### src/rtl/prog_loader_pkg.sv
// Shared definitions for the boot-time program loader: FSM state encoding,
// header field lengths and the header range check.
package prog_loader_pkg;

    typedef enum logic [2:0] {
        ENTRY = 3'd0,
        COUNT = 3'd1,
        DATA  = 3'd2,
        WRITE = 3'd3,
        BOOT  = 3'd4,
        DONE  = 3'd5,
        ERR   = 3'd6
    } state_t;

    localparam int ENTRY_BYTES = 4;
    localparam int COUNT_BYTES = 4;
    localparam int WORD_BYTES  = 4;

    // True when a load of n words starting at base would write past cap.
    // Computed wide enough that neither the scaling nor the add can wrap.
    function automatic logic beyond_capacity(input logic [31:0] base,
                                             input logic [31:0] n,
                                             input logic [31:0] cap);
        logic [34:0] last_addr;
        last_addr = {3'b000, base} + {1'b0, (n - 32'd1), 2'b00};
        return (n != 32'd0) && (last_addr > {3'b000, cap});
    endfunction

endpackage

### src/rtl/prog_loader_if.sv
// Byte stream handshake, memory write port and core boot controls of the
// program loader, bundled so the loader and its environment share one view.
interface prog_loader_if;
    logic [7:0]  byte_in;
    logic        byte_valid;
    logic        byte_ready;
    logic [31:0] memAddr;
    logic [31:0] memIn;
    logic        memWrite;
    logic [31:0] entryPoint;
    logic        INT;
    logic        busy;
    logic        done;
    logic        err;

    // The loader side.
    modport master (
        input  byte_in, byte_valid,
        output byte_ready, memAddr, memIn, memWrite,
        output entryPoint, INT, busy, done, err
    );

    // The byte source plus the memory/core side.
    modport slave (
        output byte_in, byte_valid,
        input  byte_ready, memAddr, memIn, memWrite,
        input  entryPoint, INT, busy, done, err
    );
endinterface

### src/rtl/prog_loader_byte_assembler.sv
// Collects BYTES stream bytes into a little-endian word. The first byte of a
// field ends up in bits [7:0]. word shows the value the register will hold
// once byte_in is taken, so the consumer can latch a complete field on the
// same edge that accepts its last byte (flagged by word_full).
module byte_assembler
    import prog_loader_pkg::*;
#(
    parameter int BYTES = WORD_BYTES
) (
    input  logic        clk,
    input  logic        rst,
    input  logic        clear,
    input  logic [7:0]  byte_in,
    input  logic        take,
    output logic [31:0] word,
    output logic        word_full
);

    localparam logic [1:0] LAST = 2'(BYTES - 1);

    logic [1:0]  cnt;
    logic [31:0] sreg;

    assign word      = {byte_in, sreg[31:8]};
    assign word_full = take && (cnt == LAST);

    // Shift each accepted byte in from the top; the counter wraps per field.
    always_ff @(posedge clk or posedge rst) begin
        if (rst) begin
            cnt  <= 2'd0;
            sreg <= 32'd0;
        end else if (clear) begin
            cnt  <= 2'd0;
            sreg <= 32'd0;
        end else if (take) begin
            cnt  <= cnt + 2'd1;
            sreg <= word;
        end
    end

endmodule

### src/rtl/prog_loader.sv
// Boot-time loader: reads an entry point, a word count and the data words
// from a byte stream, writes the words to consecutive memory addresses from
// BASE, then releases the core at the entry point.
module prog_loader
    import prog_loader_pkg::*;
#(
    parameter logic [31:0] BASE     = 32'h0,
    parameter logic [31:0] CAPACITY = 32'h0000ffff
) (
    input  logic          clk,
    input  logic          rst,
    prog_loader_if.master bus
);

    // All header fields and data words share one assembler, so they must
    // agree on length.
    localparam int FIELD_BYTES =
        (ENTRY_BYTES == COUNT_BYTES && COUNT_BYTES == WORD_BYTES) ? WORD_BYTES : 0;

    state_t      state;
    logic [31:0] remaining;
    logic        accepting;
    logic        take;
    logic [31:0] word;
    logic        word_full;

    assign accepting      = (state == ENTRY) || (state == COUNT) || (state == DATA);
    assign bus.byte_ready = accepting && !rst;
    assign take           = bus.byte_ready && bus.byte_valid;

    byte_assembler #(.BYTES(FIELD_BYTES)) u_asm (
        .clk       (clk),
        .rst       (rst),
        .clear     (!accepting),
        .byte_in   (bus.byte_in),
        .take      (take),
        .word      (word),
        .word_full (word_full)
    );

    // Load sequencer: header parsing, one write cycle per word, boot release.
    always_ff @(posedge clk or posedge rst) begin
        if (rst) begin
            state          <= ENTRY;
            remaining      <= 32'd0;
            bus.memAddr    <= BASE;
            bus.memIn      <= 32'd0;
            bus.memWrite   <= 1'b0;
            bus.entryPoint <= 32'd0;
            bus.INT        <= 1'b1;
            bus.busy       <= 1'b1;
            bus.done       <= 1'b0;
            bus.err        <= 1'b0;
        end else begin
            case (state)
                ENTRY: begin
                    if (word_full) begin
                        bus.entryPoint <= word;
                        state          <= COUNT;
                    end
                end
                COUNT: begin
                    if (word_full) begin
                        if (bus.entryPoint[1:0] != 2'b00) begin
                            bus.err <= 1'b1;
                            state   <= ERR;
                        end else if (beyond_capacity(BASE, word, CAPACITY)) begin
                            bus.err <= 1'b1;
                            state   <= ERR;
                        end else if (word == 32'd0) begin
                            state <= BOOT;
                        end else begin
                            remaining <= word;
                            state     <= DATA;
                        end
                    end
                end
                DATA: begin
                    if (word_full) begin
                        bus.memIn    <= word;
                        bus.memWrite <= 1'b1;
                        state        <= WRITE;
                    end
                end
                WRITE: begin
                    bus.memWrite <= 1'b0;
                    bus.memAddr  <= bus.memAddr + 32'd4;
                    remaining    <= remaining - 32'd1;
                    state        <= (remaining == 32'd1) ? BOOT : DATA;
                end
                BOOT: begin
                    bus.INT  <= 1'b0;
                    bus.busy <= 1'b0;
                    bus.done <= 1'b1;
                    state    <= DONE;
                end
                DONE: state <= DONE;
                ERR:  state <= ERR;
                default: begin
                    bus.err <= 1'b1;
                    state   <= ERR;
                end
            endcase
        end
    end

endmodule
### src/flat_wrapper.sv
// flat-port wrapper written by rule: the top's interface ports become plain ports
module prog_loader_flat import prog_loader_pkg::*;
#(
    parameter logic [31:0] BASE     = 32'h0,
    parameter logic [31:0] CAPACITY = 32'h0000ffff
)
  (clk, rst, bus_byte_in, bus_byte_valid, bus_byte_ready, bus_memAddr, bus_memIn, bus_memWrite, bus_entryPoint, bus_INT, bus_busy, bus_done, bus_err);
  prog_loader_if bus_i ();
  input  logic clk;
  input  logic rst;
  input wire logic [$bits(bus_i.byte_in)-1:0] bus_byte_in;
  input wire logic [$bits(bus_i.byte_valid)-1:0] bus_byte_valid;
  output wire logic [$bits(bus_i.byte_ready)-1:0] bus_byte_ready;
  output wire logic [$bits(bus_i.memAddr)-1:0] bus_memAddr;
  output wire logic [$bits(bus_i.memIn)-1:0] bus_memIn;
  output wire logic [$bits(bus_i.memWrite)-1:0] bus_memWrite;
  output wire logic [$bits(bus_i.entryPoint)-1:0] bus_entryPoint;
  output wire logic [$bits(bus_i.INT)-1:0] bus_INT;
  output wire logic [$bits(bus_i.busy)-1:0] bus_busy;
  output wire logic [$bits(bus_i.done)-1:0] bus_done;
  output wire logic [$bits(bus_i.err)-1:0] bus_err;
  assign bus_i.byte_in = bus_byte_in;
  assign bus_i.byte_valid = bus_byte_valid;
  assign bus_byte_ready = bus_i.byte_ready;
  assign bus_memAddr = bus_i.memAddr;
  assign bus_memIn = bus_i.memIn;
  assign bus_memWrite = bus_i.memWrite;
  assign bus_entryPoint = bus_i.entryPoint;
  assign bus_INT = bus_i.INT;
  assign bus_busy = bus_i.busy;
  assign bus_done = bus_i.done;
  assign bus_err = bus_i.err;
  prog_loader #(.BASE(BASE), .CAPACITY(CAPACITY)) u_core (.clk(clk), .rst(rst), .bus(bus_i));
endmodule
### config.mk
export PLATFORM = sky130hd
export DESIGN_NAME = prog_loader_flat
export DESIGN_NICKNAME = d
export VERILOG_FILES = /design/src/rtl/prog_loader_pkg.sv /design/src/rtl/prog_loader_if.sv /design/src/rtl/prog_loader_byte_assembler.sv /design/src/rtl/prog_loader.sv /design/src/flat_wrapper.sv
export SDC_FILE = /design/constraint.sdc
export NUM_CORES = 1
export LEC_CHECK = 0
export CAP_MARGIN = 10
export CELL_PAD_IN_SITES_DETAIL_PLACEMENT = 0
export CELL_PAD_IN_SITES_GLOBAL_PLACEMENT = 1
export CORE_MARGIN = 1.5
export CORE_UTILIZATION = 38
export DETAILED_ROUTE_END_ITERATION = 12
export HOLD_SLACK_MARGIN = 0.08
export PLACE_DENSITY_LB_ADDON = 0.1
export SLEW_MARGIN = 0
export SYNTH_ARGS = -nofsm -noshare
export SYNTH_HDL_FRONTEND = slang
export SYNTH_SLANG_ARGS = --single-unit
### constraint.sdc
create_clock -name clk -period 5.7 [get_ports clk]
set_clock_uncertainty 0.1 [all_clocks]
set_input_delay 1.14 -clock clk [delete_from_list [all_inputs] [get_ports clk]]
set_output_delay 1.14 -clock clk [all_outputs]
set_load 0.005 [all_outputs]
== Word-level counts from Yosys, hierarchy flattened ==
Index checks and enable logic that the tools add are counted.
Word-level totals
  input port bits: 11
  output and inout bits: 102
  bits in registers: 169
  logic and storage cells: 77
Operators by class
  bitwise operators: 1
  add/subtract/negate cells: 4
  $lt $le $gt $ge: 1
  equality and inequality tests: 16
  multiplexer cells: 23
  reductions and logical operators: 21
Operator list (number)
  2-to-1 mux 32 bit: 6
  one-hot mux 32 bit (2 select lines): 1
  subtractor 32 x 1 -> 32 bit (second input constant): 2
  > comparator 34 x 16 -> 1 bit (second input constant): 1
  adder 32 x 3 -> 32 bit (second input constant): 1
  == test 32 x 1 -> 1 bit (second input constant): 1
  logical NOT 32 bit: 1
  nonzero test 32 bit: 1
  2-to-1 mux 3 bit: 7
  one-hot mux 3 bit (5 select lines): 1
  inequality test 2 bit (second input constant): 7
  == test 3 bit (second input constant): 3
  == test 3 x 2 -> 1 bit (second input constant): 2
  AND reduction 2 bit: 3
  AND reduction 3 bit: 2
  nonzero test 2 bit: 3
  OR reduction 6 bit: 1
  AND reduction 5 bit: 1
  logical AND 1 bit: 4
  2-to-1 mux 1 bit: 4
  2-to-1 mux 2 bit: 2
  one-hot mux 1 bit (2 select lines): 2
  == test 3 x 1 -> 1 bit (second input constant): 1
  logical NOT 3 bit: 1
  7 further kinds: 8

== Logic depth before layout (Yosys ltp) ==
Gate-level depths: netlist of run 1.
  word-level depth: 8
  mapped depth: 9
  depth with buffers taken out: 8

== Modules after synthesis ==
A second synthesis of run 1 with hierarchy kept.
Unflattened totals
  cells, all modules: 650
  area total of the unflattened synthesis: 7318.3 µm²
Modules (own cells, without submodules)
  prog_loader: cells each 555, area each 6159.7 µm², instances 1, seq. area each 3329.4 µm²
  byte_assembler: cells each 95, area each 1158.6 µm², instances 1, seq. area each 650.6 µm²

== Least setup slack after synthesis of run 1 ==
OpenSTA, ideal clock, no wires.
  kind: input port to flip-flop
  start: input port bus_byte_valid
  end: register u_core.bus.entryPoint[24]
  setup slack: 2.923 ns
  path buffers: 1
  cell stages on the path: 5
  data required time: 5.475 ns
  library setup time: 0.125 ns
  arrival: 2.552 ns
  path through: nor2b_1 > nand3_1 > nor3_1 > buf_2 > mux2_2
On the way
  cells in the longest elaborated chain, start to end: 3
RTL lines
  from (decl): line flat_wrapper.sv:12  | input wire logic [$bits(bus_i.byte_valid)-1:0] bus_byte_valid;
  logical AND 1 bit: line prog_loader.sv:29  | assign take = bus.byte_ready && bus.byte_valid;
  logical AND 1 bit: line prog_loader_byte_assembler.sv:25  | assign word_full = take && (cnt == LAST);
  AND reduction 2 bit (no source line)
  to (signal assigned): line prog_loader.sv:58  | bus.entryPoint <= word;
  to (decl): line prog_loader_if.sv:20  | output entryPoint, INT, busy, done, err
Every way passes these cells.
A chain may end at the register's enable or synchronous reset.

== Worst setup path in the final report of run 1 ==
  start: input port bus_byte_in[4]
  end: register u_core.remaining[20]
On the way
  cells in the longest elaborated chain, start to end: 5
  elaborated cells between the ends (all ways): 8
  classes of those cells: add/sub: 1; order compare: 1; eq/ne: 2; reduce/logical: 4
RTL lines
  from (decl): line flat_wrapper.sv:11  | input wire logic [$bits(bus_i.byte_in)-1:0] bus_byte_in;
  subtractor 32 x 1 -> 32 bit: line prog_loader_pkg.sv:25  | last_addr = {3'b000, base} + {1'b0, (n - 32'd1), 2'b00};
  > comparator 34 x 16 -> 1 bit: line prog_loader_pkg.sv:26  | return (n != 32'd0) && (last_addr > {3'b000, cap});
  logical AND 1 bit: line prog_loader_pkg.sv:26
  inequality test 2 bit (no source line)
  AND reduction 5 bit (no source line) (*)
  to (signal assigned): line prog_loader.sv:73  | remaining <= word;
  to (signal assigned): line prog_loader.sv:88  | remaining <= remaining - 32'd1;
  to (decl): line prog_loader.sv:21  | logic [31:0] remaining;
Mark *: on every way between the ends. The rest lies on a longest branch, timed or not.

==> key figures, run 1 <==
Synthesis
  – Synthesized area: around 6900 µm²
  – Syn Area/Cell: 11.3 µm²
  – Cells after Synth: around 610
  – Yosys top cell by area: dfrtp_1
  – Yosys cell types: 51
  – EDFF count, synth: 0
  – Post-synth top area share: a little under three fifths
  – Post-synth top cells: dfrtp_1, nand2_1, mux2_2
  – YS warnings: 0
  – Async S/R FF share, synth: 100%
  – Register bit total from synthesis: 159
  – Seq/Total Area, Yosys: 58.0%
  – Most numerous cell in the Yosys netlist: dfrtp_1
  – Synth area leaders: dfrtp_1, mux2_2, nand2_1
  – Most used DFF post-synth: dfrtp_1

Global routing
  – Initial antenna violation count: 0
  – GRT Residual Overflow: 0
  – Tot GR Track Use: between 10% and 20%
  – First-pass GRT wire length: around 28 mm
  – Largest net degree at the start of global routing: between 90 and 100
  – Vias in the first global route: approximately 5,200

STA
  – Final worst setup slack: 1.83 ns
  – Final setup violation count: 0
  – Final cycle utilization of the critical path: between 60% and 70%
  – Max-slew violations: 0
  – Slew HR: 38.4%
  – Fmax achieved: roughly 0.26 GHz
  – RSZ-0062 raised after global routing: false
  – Actual slew at the worst max-slew pin: about 0.9 ns
  – Setup_tns: 0 ns
  – Tmin final: 3.87 ns
  – Final hold vios: 0
  – Hold Slack: ~0.36 ns

Critical path
  – Crit path buf inv count: 1
  – Slowest cell on crit path: nand3_1
  – CP required: 5.89 ns
  – Crit Path Category: input pin to flip-flop
  – Family with the most delay on the worst path: simple AND/OR/NAND/NOR gates
  – Worst path max stage delay: 0.82 ns
  – Arr. time, crit path: slightly above 4 ns
  – Startpoint Class: input pin
  – Critical-path cell list: clkdlybuf4s50_1 -> nor4_1 -> nand4_1 -> nor4_2 -> nand3_1 -> o311ai_0 -> o41ai_1
  – Critical Path End Type: flip-flop
  – Crit path max fanout: 21

Routing
  – Routed vias/inst: 5.25
  – Post-DRT Antenna Nets: 0
  – Total wire length: 16.6 mm
  – DR vias: 4,984
  – Drt wl/cell: between 15 and 20 µm
  – Residual DRC count: 0
  – Iteration count of the initial detailed-routing pass: 4
  – 1st-iter DRT viols: about 160

Floorplanning
  – Total Die Area: around 19,000 µm²
  – Ports: ~110
  – Initial core utilization: about two fifths
  – Row cnt: between 40 and 50
  – Die Y: approximately 140 µm
  – Core ar.: between 15,000 and 20,000 µm²
  – Die width: 137 µm

Clock tree
  – Root buf cell: clkbuf_16
  – Clock latency on the worst-skew pair: ~0.42 ns
  – Total CTS buffers: 17
  – H-tree levels: 4
  – PostCTS Resize Cnt: 0
  – Maximum clock insertion buffer count: 2
  – Hold_buf cts: 0
  – CTS tree: built
  – Clock Pin Slew Worst Setup and Hold Paths: approximately 0.07 ns
  – Clk sink count: ~160
  – Post-CTS setup buffer count: 0

Finish
  – Final nets: roughly 730
  – Antenna Cells: 0
  – FILL cells: approximately 1,600
  – Layout cell share with drive strength beyond 1: about 15%
  – Area grow syn2layout: 27.4%
  – Finished Layout Cells: 949

Power and ir drop
  – Leak Pwr: 0.00385 µW
  – Pwr Density: a little over 400 nW/µm²
  – Max IR drop VDD: around 0.27 mV

Placed design
  – Placer Congestion: around 0.75
  – Final HPWL DP: around 11 mm
  – Cells after DPL: between 900 and 1,000
  – Pre-CTS WS: 1.35 ns
  – PortBufs: 110

Min path
  – Hold Path Class: flip-flop to flip-flop

Flow run
  – Max Cap Viol: 0

Outcome
  – Status: completed
-- through the flow --
| step | area, µm² | util [%] | power (µW) |
|---|---|---|---|
| detailed placement | 8170 | 46.7 | 2450 |
| global placement | 8170 | 46.7 | 2430 |
| CTS | 8750 | 50.1 | 3600 |
| global route | 8750 | 50.1 | 3750 |
| finish | 8750 | 50.1 | 3560 |
| floorplan | 6870 | - | 1970 |
-- sequential cells by signal (all words and copies together) (netlist names) --
name / flops
u_core.u_asm.cnt: 2
u_core.bus.memAddr: 30
u_core.u_asm.sreg: 24
u_core.state: 3
u_core.bus.memIn: 32
u_core.bus.memWrite: 1
u_core.bus.INT: 1
u_core.bus.entryPoint: 32
u_core.bus.err: 1
u_core.remaining: 32
u_core.bus.done: 1
-- metal layers --
metal / global-route usage (%) / up-vias / wire [µm]
li1: - / 2351 / -
met1: 24.6 / 2527 / 7570
met2: 31.3 / 88 / 8140
met3: 4.64 / 18 / 613
met4: 6.02 / 0 / 244
met5: 0 / - / 0
-- area by class of cell --
cell class	instances	area, µm²	area share, %
Clock buffer	18	429	4.90
Inverter	6	27.5	0.315
Multi-Input combinational cell	412	2740	31.3
Clock inverter	14	158	1.80
Tap cell	225	282	3.22
Timing Repair Buffer	115	1140	13.0
Sequential cell	159	3980	45.5
-- worst paths after layout --
check,start,end,slack (ns),cells after the start
hold / removal,u_core.bus.done,u_core.bus.done,0.36,1
min in group asynchronous,rst,u_core.bus.entryPoint[2],1.23,2
hold reg to reg,u_core.bus.done,u_core.bus.done,0.36,1
max in group asynchronous,rst,u_core.remaining[1],3.26,3
setup / recovery,bus_byte_in[4],u_core.remaining[20],1.83,7
setup reg to reg,u_core.u_asm.sreg[29],u_core.remaining[20],2.64,6
-- cells by family (layout without fill, tap and decap cells) --
family	Yosys count	in the layout	share of synthesized area, %
and+or+nand+nor	243	243	17.7
DFF	159	159	58.0
muxes	69	69	11.3
AOI/OAI and AO/OA	58	58	5.37
buffers and inverters	37	153	2.31
xor gates and xnor gates	36	36	4.59
adders and majority gates	4	4	0.729
other	1	2	0.0546
-- placed cells by master, fill, tap and decap left out, drive strengths merged, types with 7 or more instances in the layout --
cell type / n
a21oi: 18
and3: 8
clkbuf: 18
clkdlybuf4s50: 110
dfrtp: 158
inv: 10
mux2: 66
nand2: 83
nand3: 44
nand4: 7
nor2: 33
nor3: 14
nor4: 14
o21ai: 16
or3: 7
or4: 7
xnor2: 26
xor2: 10
-- report_power, final --
| group | leakage [µW] | switching (µW) | total [µW] | internal (µW) |
|---|---|---|---|---|
| Sequential | 0.00206 | 258 | 1610 | 1350 |
| Combinational | 0.00152 | 355 | 809 | 454 |
| Clock | 0.000271 | 483 | 1130 | 652 |
(Power assumes the default switching activity.)
==> run 2, diff against run 1 <==
clock period = 3.4 ns   (was 5.7 ns; I/O delays follow)
==> run 2 against run 1 <==
Clock-buffer cell count grew 1. Sequential cell count is the same. Die area is the same. Sequential power grew 65%. Non-clock buffer count grew 12. Critical path depth shrank 2. Via count shrank 0.40%. Clock power grew 65%. Worst hold slack gained 0.016 ns.
==> key figures, run 2 (synthesized netlist as in run 1, its figures left out) <==
Critical path
  – Crit path max fanout: 7 (was 21)
  – Launch point of the worst reg-to-reg path: u_core.remaining[2] (was u_core.u_asm.sreg[29])
  – Critical-path cell list: or4_1 -> nor4_4 -> nand2_1 -> nor4_1 -> a221o_1 (was clkdlybuf4s50_1 -> nor4_1 -> nand4_1 -> nor4_2 -> nand3_1 -> o311ai_0 -> o41ai_1)
  – Startpoint Class: flip-flop (was input pin)
  – Arr. time, crit path: 3.05 ns (was 4.06 ns)
  – Reg2reg setup slack: 0.61 ns (was 2.64 ns)
  – Slowest cell on crit path: or4_1 (was nand3_1)
  – Critical Path End Type: flip-flop (unchanged)
  – Crit Path Category: flip-flop to flip-flop (was input pin to flip-flop)
  – FF-to-FF End: u_core.state[2] (was u_core.remaining[20])
  – CP required: 3.65 ns (was 5.89 ns)
  – Worst path max stage delay: 0.70 ns (was 0.82 ns)
  – Worst reg-to-reg path cell count: 5 (was 6)

Routing
  – Iteration count of the initial detailed-routing pass: 5 (was 4)
  – Total wire length: 16.5 mm (was 16.6 mm)
  – Routed vias/inst: 5.17 (was 5.25)
  – 1st-iter DRT viols: 214 (was 163)
  – Residual DRC count: 0 (unchanged)
  – DR vias: 4,964 (was 4,984)
  – Post-DRT Antenna Nets: 0 (unchanged)
  – Drt wl/cell: 17.2 µm (was 17.5 µm)

Min path
  – Min-Delay Endpoint: u_core.bus.done (unchanged)
  – Hold path startpoint: u_core.bus.done (unchanged)
  – Hold Path Depth: 1 (unchanged)
  – Hold Path Class: flip-flop to flip-flop (unchanged)

Finish
  – Final nets: 738 (was 726)
  – Multi-input logic area: 2740 µm² (unchanged)
  – Leading cell types in the layout, fill and taps excluded: dfrtp_1, clkdlybuf4s50_1, nand2_1 (unchanged)
  – Most common cell after layout, fill and taps aside: dfrtp_1 (unchanged)
  – FF+latch area: 3980 µm² (unchanged)
  – Antenna Cells: 0 (unchanged)
  – Layout cell share with drive strength beyond 1: 16.6% (was 15.5%)
  – Finished Cell Area: 8860 µm² (was 8750 µm²)
  – Biggest regs: u_core.bus.entryPoint: 32 flops, u_core.bus.memIn: 32 flops, u_core.remaining: 32 flops (unchanged)
  – Finished Layout Cells: 960 (was 949)
  – Area grow syn2layout: 29.0% (was 27.4%)
  – FILL cells: 1,539 (was 1,596)

STA
  – Final setup violation count: 0 (unchanged)
  – Max-slew violations: 0 (unchanged)
  – Slew HR: 45.4% (was 38.4%)
  – Final hold vios: 0 (unchanged)
  – Tmin final: 2.79 ns
  – RSZ-0062 raised after global routing: false (unchanged)
  – Actual slew at the worst max-slew pin: 0.817 ns (was 0.924 ns)
  – Final cycle utilization of the critical path: ~82%
  – Fmax achieved: between 0.3 and 0.4 GHz
  – Setup_tns: 0 ns (unchanged)

Placed design
  – Final HPWL DP: 11.1 mm (about the same)
  – Post-DP Area: 8290 µm² (was 8170 µm²)
  – Placer Congestion: 0.751 (was 0.749)
  – Cells after DPL: 929 (was 917)
  – PortBufs: 110 (unchanged)

Power and ir drop
  – Clock Power Share: 31.2% (was 31.9%)
  – Int Pwr: 4150 µW (was 2460 µW)
  – Leak Pwr: 0.00392 µW (was 0.00385 µW)
  – Max IR drop VDD: 0.425 mV (was 0.266 mV)
  – Psw: 1800 µW (was 1100 µW)
  – Comb pwr share: 24.1% (was 22.8%)
  – Seq pwr share: 44.7% (was 45.4%)
  – Pwr Density: 671 nW/µm² (was 406 nW/µm²)
  – Switching Share: 30.3% (was 30.8%)

Clock tree
  – Hold_buf cts: 0 (unchanged)
  – Maximum clock insertion buffer count: 2 (unchanged)
  – Root buf cell: clkbuf_16 (unchanged)
  – H-tree levels: 4 (unchanged)
  – PostCTS Resize Cnt: 0 (unchanged)
  – Post-CTS setup buffer count: 0 (unchanged)
  – Clock latency on the worst-skew pair: 0.42 ns (about the same)
  – Clk sink count: 159 (unchanged)
  – CTS tree: built (unchanged)
  – Total CTS buffers: 17 (unchanged)
  – Clock Pin Slew Worst Setup and Hold Paths: 0.06 ns (was 0.07 ns)

Global routing
  – Vias in the first global route: 5,067 (was 5,205)
  – First-pass GRT wire length: 27.5 mm (was 27.6 mm)
  – Tot GR Track Use: 18.9% (was 19.0%)
  – Largest net degree at the start of global routing: 94 (was 96)
  – Initial antenna violation count: 0 (unchanged)
  – GRT Residual Overflow: 0 (unchanged)

Floorplanning
  – Total Die Area: 18,900 µm² (unchanged)
  – Row cnt: 48 (unchanged)
  – Die width: 137 µm (unchanged)
  – Core ar.: 17,500 µm² (unchanged)
  – Ports: 113 (unchanged)
  – Initial core utilization: 39.3% (unchanged)
  – Die Y: 137 µm (unchanged)

Flow run
  – Max Cap Viol: 0 (unchanged)

Outcome
  – Status: completed (unchanged)
-- run 2: per-stage QoR --
step	power (µW)	utilization, %	setup slack [ns]	hold WS, ns
4_1_cts	6040	50.7	0.595	0.380
3_5_place_dp	4140	47.4	0.198	0.364
5_1_grt	6310	50.7	0.426	0.392
3_3_place_gp	4100	47.4	0.294	0.353
2_1_floorplan	3300	-	0.606	0.348
6_report	5950	50.7	0.606	0.380
-- run 2: power by group through the flow --
stage	combinational, µW	clock, µW	sequential, µW
2_1_floorplan	740	0	2560
3_3_place_gp	1420	0	2690
3_5_place_dp	1450	0	2700
4_1_cts	1460	1920	2670
5_1_grt	1590	2000	2730
6_report	1430	1860	2660
-- run 2: area by class of cell --
| cell class | count | area share, % |
|---|---|---|
| clock buffers | 19 | 4.89 |
| inverters | 6 | 0.297 |
| well taps | 225 | 3.18 |
| multi-input cells | 412 | 30.9 |
| flip-flops and latches | 159 | 44.9 |
| clock inverters | 12 | 1.54 |
| repair buffers | 127 | 14.3 |
-- run 2: how the worst max path moves through the flow --
stage,from,to,slack (ns),cells after the start
6_report,u_core.remaining[2],u_core.state[2],0.61,5
5_1_grt,u_core.remaining[2],u_core.state[2],0.43,5
4_1_cts,u_core.remaining[2],u_core.state[2],0.59,5
3_5_place_dp,bus_byte_in[4],u_core.remaining[14],0.20,9
3_3_place_gp,bus_byte_in[4],u_core.remaining[14],0.29,9
2_1_floorplan,rst,u_core.bus.done,0.61,1
-- run 2: routing by layer --
layer	track usage, %	up-vias	wire length, µm
li1	-	2378	-
met1	25.6	2466	7740
met2	30.5	112	7970
met3	4.71	8	734
met4	4.85	0	100
met5	0	-	0
-- run 2: worst max-delay path: cells and delay by family, from the launching register on --
kind / cells / cell delay [ns]
AO/OA/AOI/OAI: 1 / 0.25
flip-flops: 1 / 0.44
AND/OR/NAND/NOR: 4 / 1.95
==> run 3, diff against run 2 <==
CORE_UTILIZATION = 42   (was 38)
clock period = 2.6 ns   (was 3.4 ns; I/O delays follow)
==> run 3 against run 2 <==
Worst hold slack got worse by 0.0092 ns. First-iteration DRC count is 3.7% lower. Sequential power increased by 29%. Utilization is 6.2 points higher. Die area is 9.3% lower. Register-to-register slack got worse by 0.42 ns. Routed wire length is 0.82% lower. Clock power increased by 24%. Largest cell class unchanged. Critical endpoint is now bus_byte_ready. Sequential share of layout area down 1.1 points. Setup slack got worse by 0.45 ns.
==> key figures, run 3 (synthesized netlist as in run 1, its figures left out) <==
Outcome
  – Status: completed (unchanged)

Clock tree
  – Clock latency on the worst-skew pair: 0.42 ns (about the same)
  – Root buf cell: clkbuf_16 (unchanged)
  – Total CTS buffers: 17 (unchanged)
  – Maximum clock insertion buffer count: 2 (unchanged)
  – Clk sink count: 159 (unchanged)
  – Clock Pin Slew Worst Setup and Hold Paths: 0.06 ns (about the same)
  – H-tree levels: 4 (unchanged)
  – CTS tree: built (unchanged)

Floorplanning
  – Total Die Area: 17,100 µm² (was 18,900 µm²)
  – Row cnt: 46 (was 48)
  – Initial core utilization: 43.1% (was 39.3%)
  – Die Y: 131 µm (was 137 µm)
  – Ports: 113 (unchanged)
  – Die width: 131 µm (was 137 µm)
  – Core ar.: 15,900 µm² (was 17,500 µm²)

Power and ir drop
  – Switching Share: 30.1% (was 30.3%)
  – Pwr Density: 855 nW/µm² (was 671 nW/µm²)
  – Clock Power Share: 29.7% (was 31.2%)
  – Total Power: 7760 µW (was 5950 µW)
  – Max IR drop VDD: 0.595 mV (was 0.425 mV)
  – Int Pwr: 5420 µW (was 4150 µW)
  – Comb pwr share: 26.0% (was 24.1%)
  – Psw: 2340 µW (was 1800 µW)
  – Leak Pwr: 0.00406 µW (was 0.00392 µW)
  – Seq pwr share: 44.4% (was 44.7%)

STA
  – Final hold vios: 0 (unchanged)
  – Setup_tns: 0 ns (unchanged)
  – Final cycle utilization of the critical path: 94.1%
  – Max-slew violations: 0 (unchanged)
  – Fmax achieved: around 0.41 GHz
  – Tmin final: between 2 and 2.5 ns
  – Final setup violation count: 0 (unchanged)
  – RSZ-0062 raised after global routing: false (unchanged)
  – Hold Slack: 0.371 ns (was 0.380 ns)

Finish
  – Multi-input logic area: 2760 µm² (was 2740 µm²)
  – Biggest regs: u_core.bus.entryPoint: 32 flops, u_core.bus.memIn: 32 flops, u_core.remaining: 32 flops (unchanged)
  – Antenna Cells: 0 (unchanged)
  – Most common cell after layout, fill and taps aside: dfrtp_1 (unchanged)
  – FF+latch area: 3980 µm² (unchanged)
  – Area grow syn2layout: 32.2% (was 29.0%)
  – Layout cell share with drive strength beyond 1: 20.2% (was 16.6%)
  – Leading cell types in the layout, fill and taps excluded: dfrtp_1, clkdlybuf4s50_1, nand2_1 (unchanged)
  – Finished Core Util: 56.9% (was 50.7%)
  – Final nets: 770 (was 738)
  – FILL cells: 1,381 (was 1,539)

Global routing
  – Vias in the first global route: 5,211 (was 5,067)
  – GRT Residual Overflow: 0 (unchanged)
  – Initial antenna violation count: 0 (unchanged)
  – First-pass GRT wire length: 27.0 mm (was 27.5 mm)
  – Tot GR Track Use: 20.7% (was 18.9%)
  – Largest net degree at the start of global routing: 67 (was 94)

Flow run
  – Max Cap Viol: 0 (unchanged)

Placed design
  – Placer Congestion: 0.755 (was 0.751)
  – PortBufs: 110 (unchanged)
  – Final HPWL DP: 11.5 mm (was 11.1 mm)

Routing
  – Post-DRT Antenna Nets: 0 (unchanged)
  – DR vias: 5,138 (was 4,964)
  – Routed vias/inst: 5.23 (was 5.17)
  – Total wire length: 16.4 mm (was 16.5 mm)
  – 1st-iter DRT viols: 206 (was 214)
  – Residual DRC count: 0 (unchanged)
  – Iteration count of the initial detailed-routing pass: 4 (was 5)
  – Drt wl/cell: 16.7 µm (was 17.2 µm)

Critical path
  – Slowest cell on crit path: clkdlybuf4s50_1 (was or4_1)
  – Startpoint Class: flip-flop (unchanged)
  – Worst reg-to-reg path cell count: 6 (was 5)
  – Crit path max fanout: 7 (unchanged)
  – Arr. time, crit path: 1.83 ns (was 3.05 ns)
  – Worst path max stage delay: 0.52 ns (was 0.70 ns)
  – Critical-path cell list: buf_4 -> a21o_1 -> nor2_1 -> clkdlybuf4s50_1 (was or4_1 -> nor4_4 -> nand2_1 -> nor4_1 -> a221o_1)
  – CP required: 1.98 ns (was 3.65 ns)
  – Crit Path Category: flip-flop to primary output (was flip-flop to flip-flop)
  – Critical Path End Type: primary output (was flip-flop)

Min path
  – Hold Path Class: flip-flop to flip-flop (unchanged)
  – Hold Path Depth: 1 (unchanged)
run 3: path summary, 6_finish.rpt:
| kind | end | slack [ns] | start |
|---|---|---|---|
| worst min register to register | u_core.bus.memAddr[31] | 0.37 | u_core.bus.memAddr[31] |
| worst max register to register | u_core.remaining[20] | 0.19 | u_core.remaining[9] |
| worst min-delay path | u_core.bus.memAddr[31] | 0.37 | u_core.bus.memAddr[31] |
| worst max-delay path | bus_byte_ready | 0.15 | u_core.state[1] |
| min in group asynchronous | u_core.u_asm.sreg[23] | 0.57 | rst |
| max in group asynchronous | u_core.bus.INT | 1.46 | rst |
run 3: power by group through the flow:
stage	clock (µW)	sequential, µW	combinational (µW)
after floorplan	0	3350	968
after global placement	0	3470	2000
after detailed placement	0	3490	2020
after CTS	2360	3450	2040
after global routing	2450	3520	2230
final	2300	3440	2020
run 3: metal layers:
| layer | up-vias | global-route usage, % | share of wire [%] |
|---|---|---|---|
| met4 | 0 | 6.08 | 1.1 |
| met2 | 115 | 35.4 | 50 |
| li1 | 2442 | - | - |
| met1 | 2567 | 25.9 | 44 |
| met5 | - | 0 | 0 |
| met3 | 14 | 5.42 | 4.6 |
run 3: through the flow:
step | area (µm²) | instances | setup slack, ns
6_report | 9080 | 982 | 0.153
4_1_cts | 9060 | 982 | 0.0459
3_3_place_gp | 8520 | 952 | -0.234
5_1_grt | 9080 | 982 | 0.0398
3_5_place_dp | 8520 | 952 | -0.355
2_1_floorplan | 6880 | 608 | -0.0340
run 3: cell type report:
| cell class | count | share of cell area (%) |
|---|---|---|
| Sequential cell | 159 | 43.8 |
| Clock inverter | 9 | 0.979 |
| Clock buffer | 21 | 4.96 |
| Tap cell | 216 | 2.98 |
| Multi-Input combinational cell | 412 | 30.4 |
| Inverter | 6 | 0.289 |
| Timing Repair Buffer | 159 | 16.6 |
run 3: repair_timing:
action | in CTS | in global routing
hold buffers | 0 | 0
setup buffers | 0 | 0
endpoints found under the setup margin | 0 | 13
gates resized for setup | 0 | 3
run 3: worst max-delay path, delay by kind of cell (launching register included):
kind	cells	cell delay [ns]
AND/OR/NAND/NOR	1	0.09
AO/OA/AOI/OAI	1	0.21
flip-flops	1	0.41
buffers and inverters	2	0.70
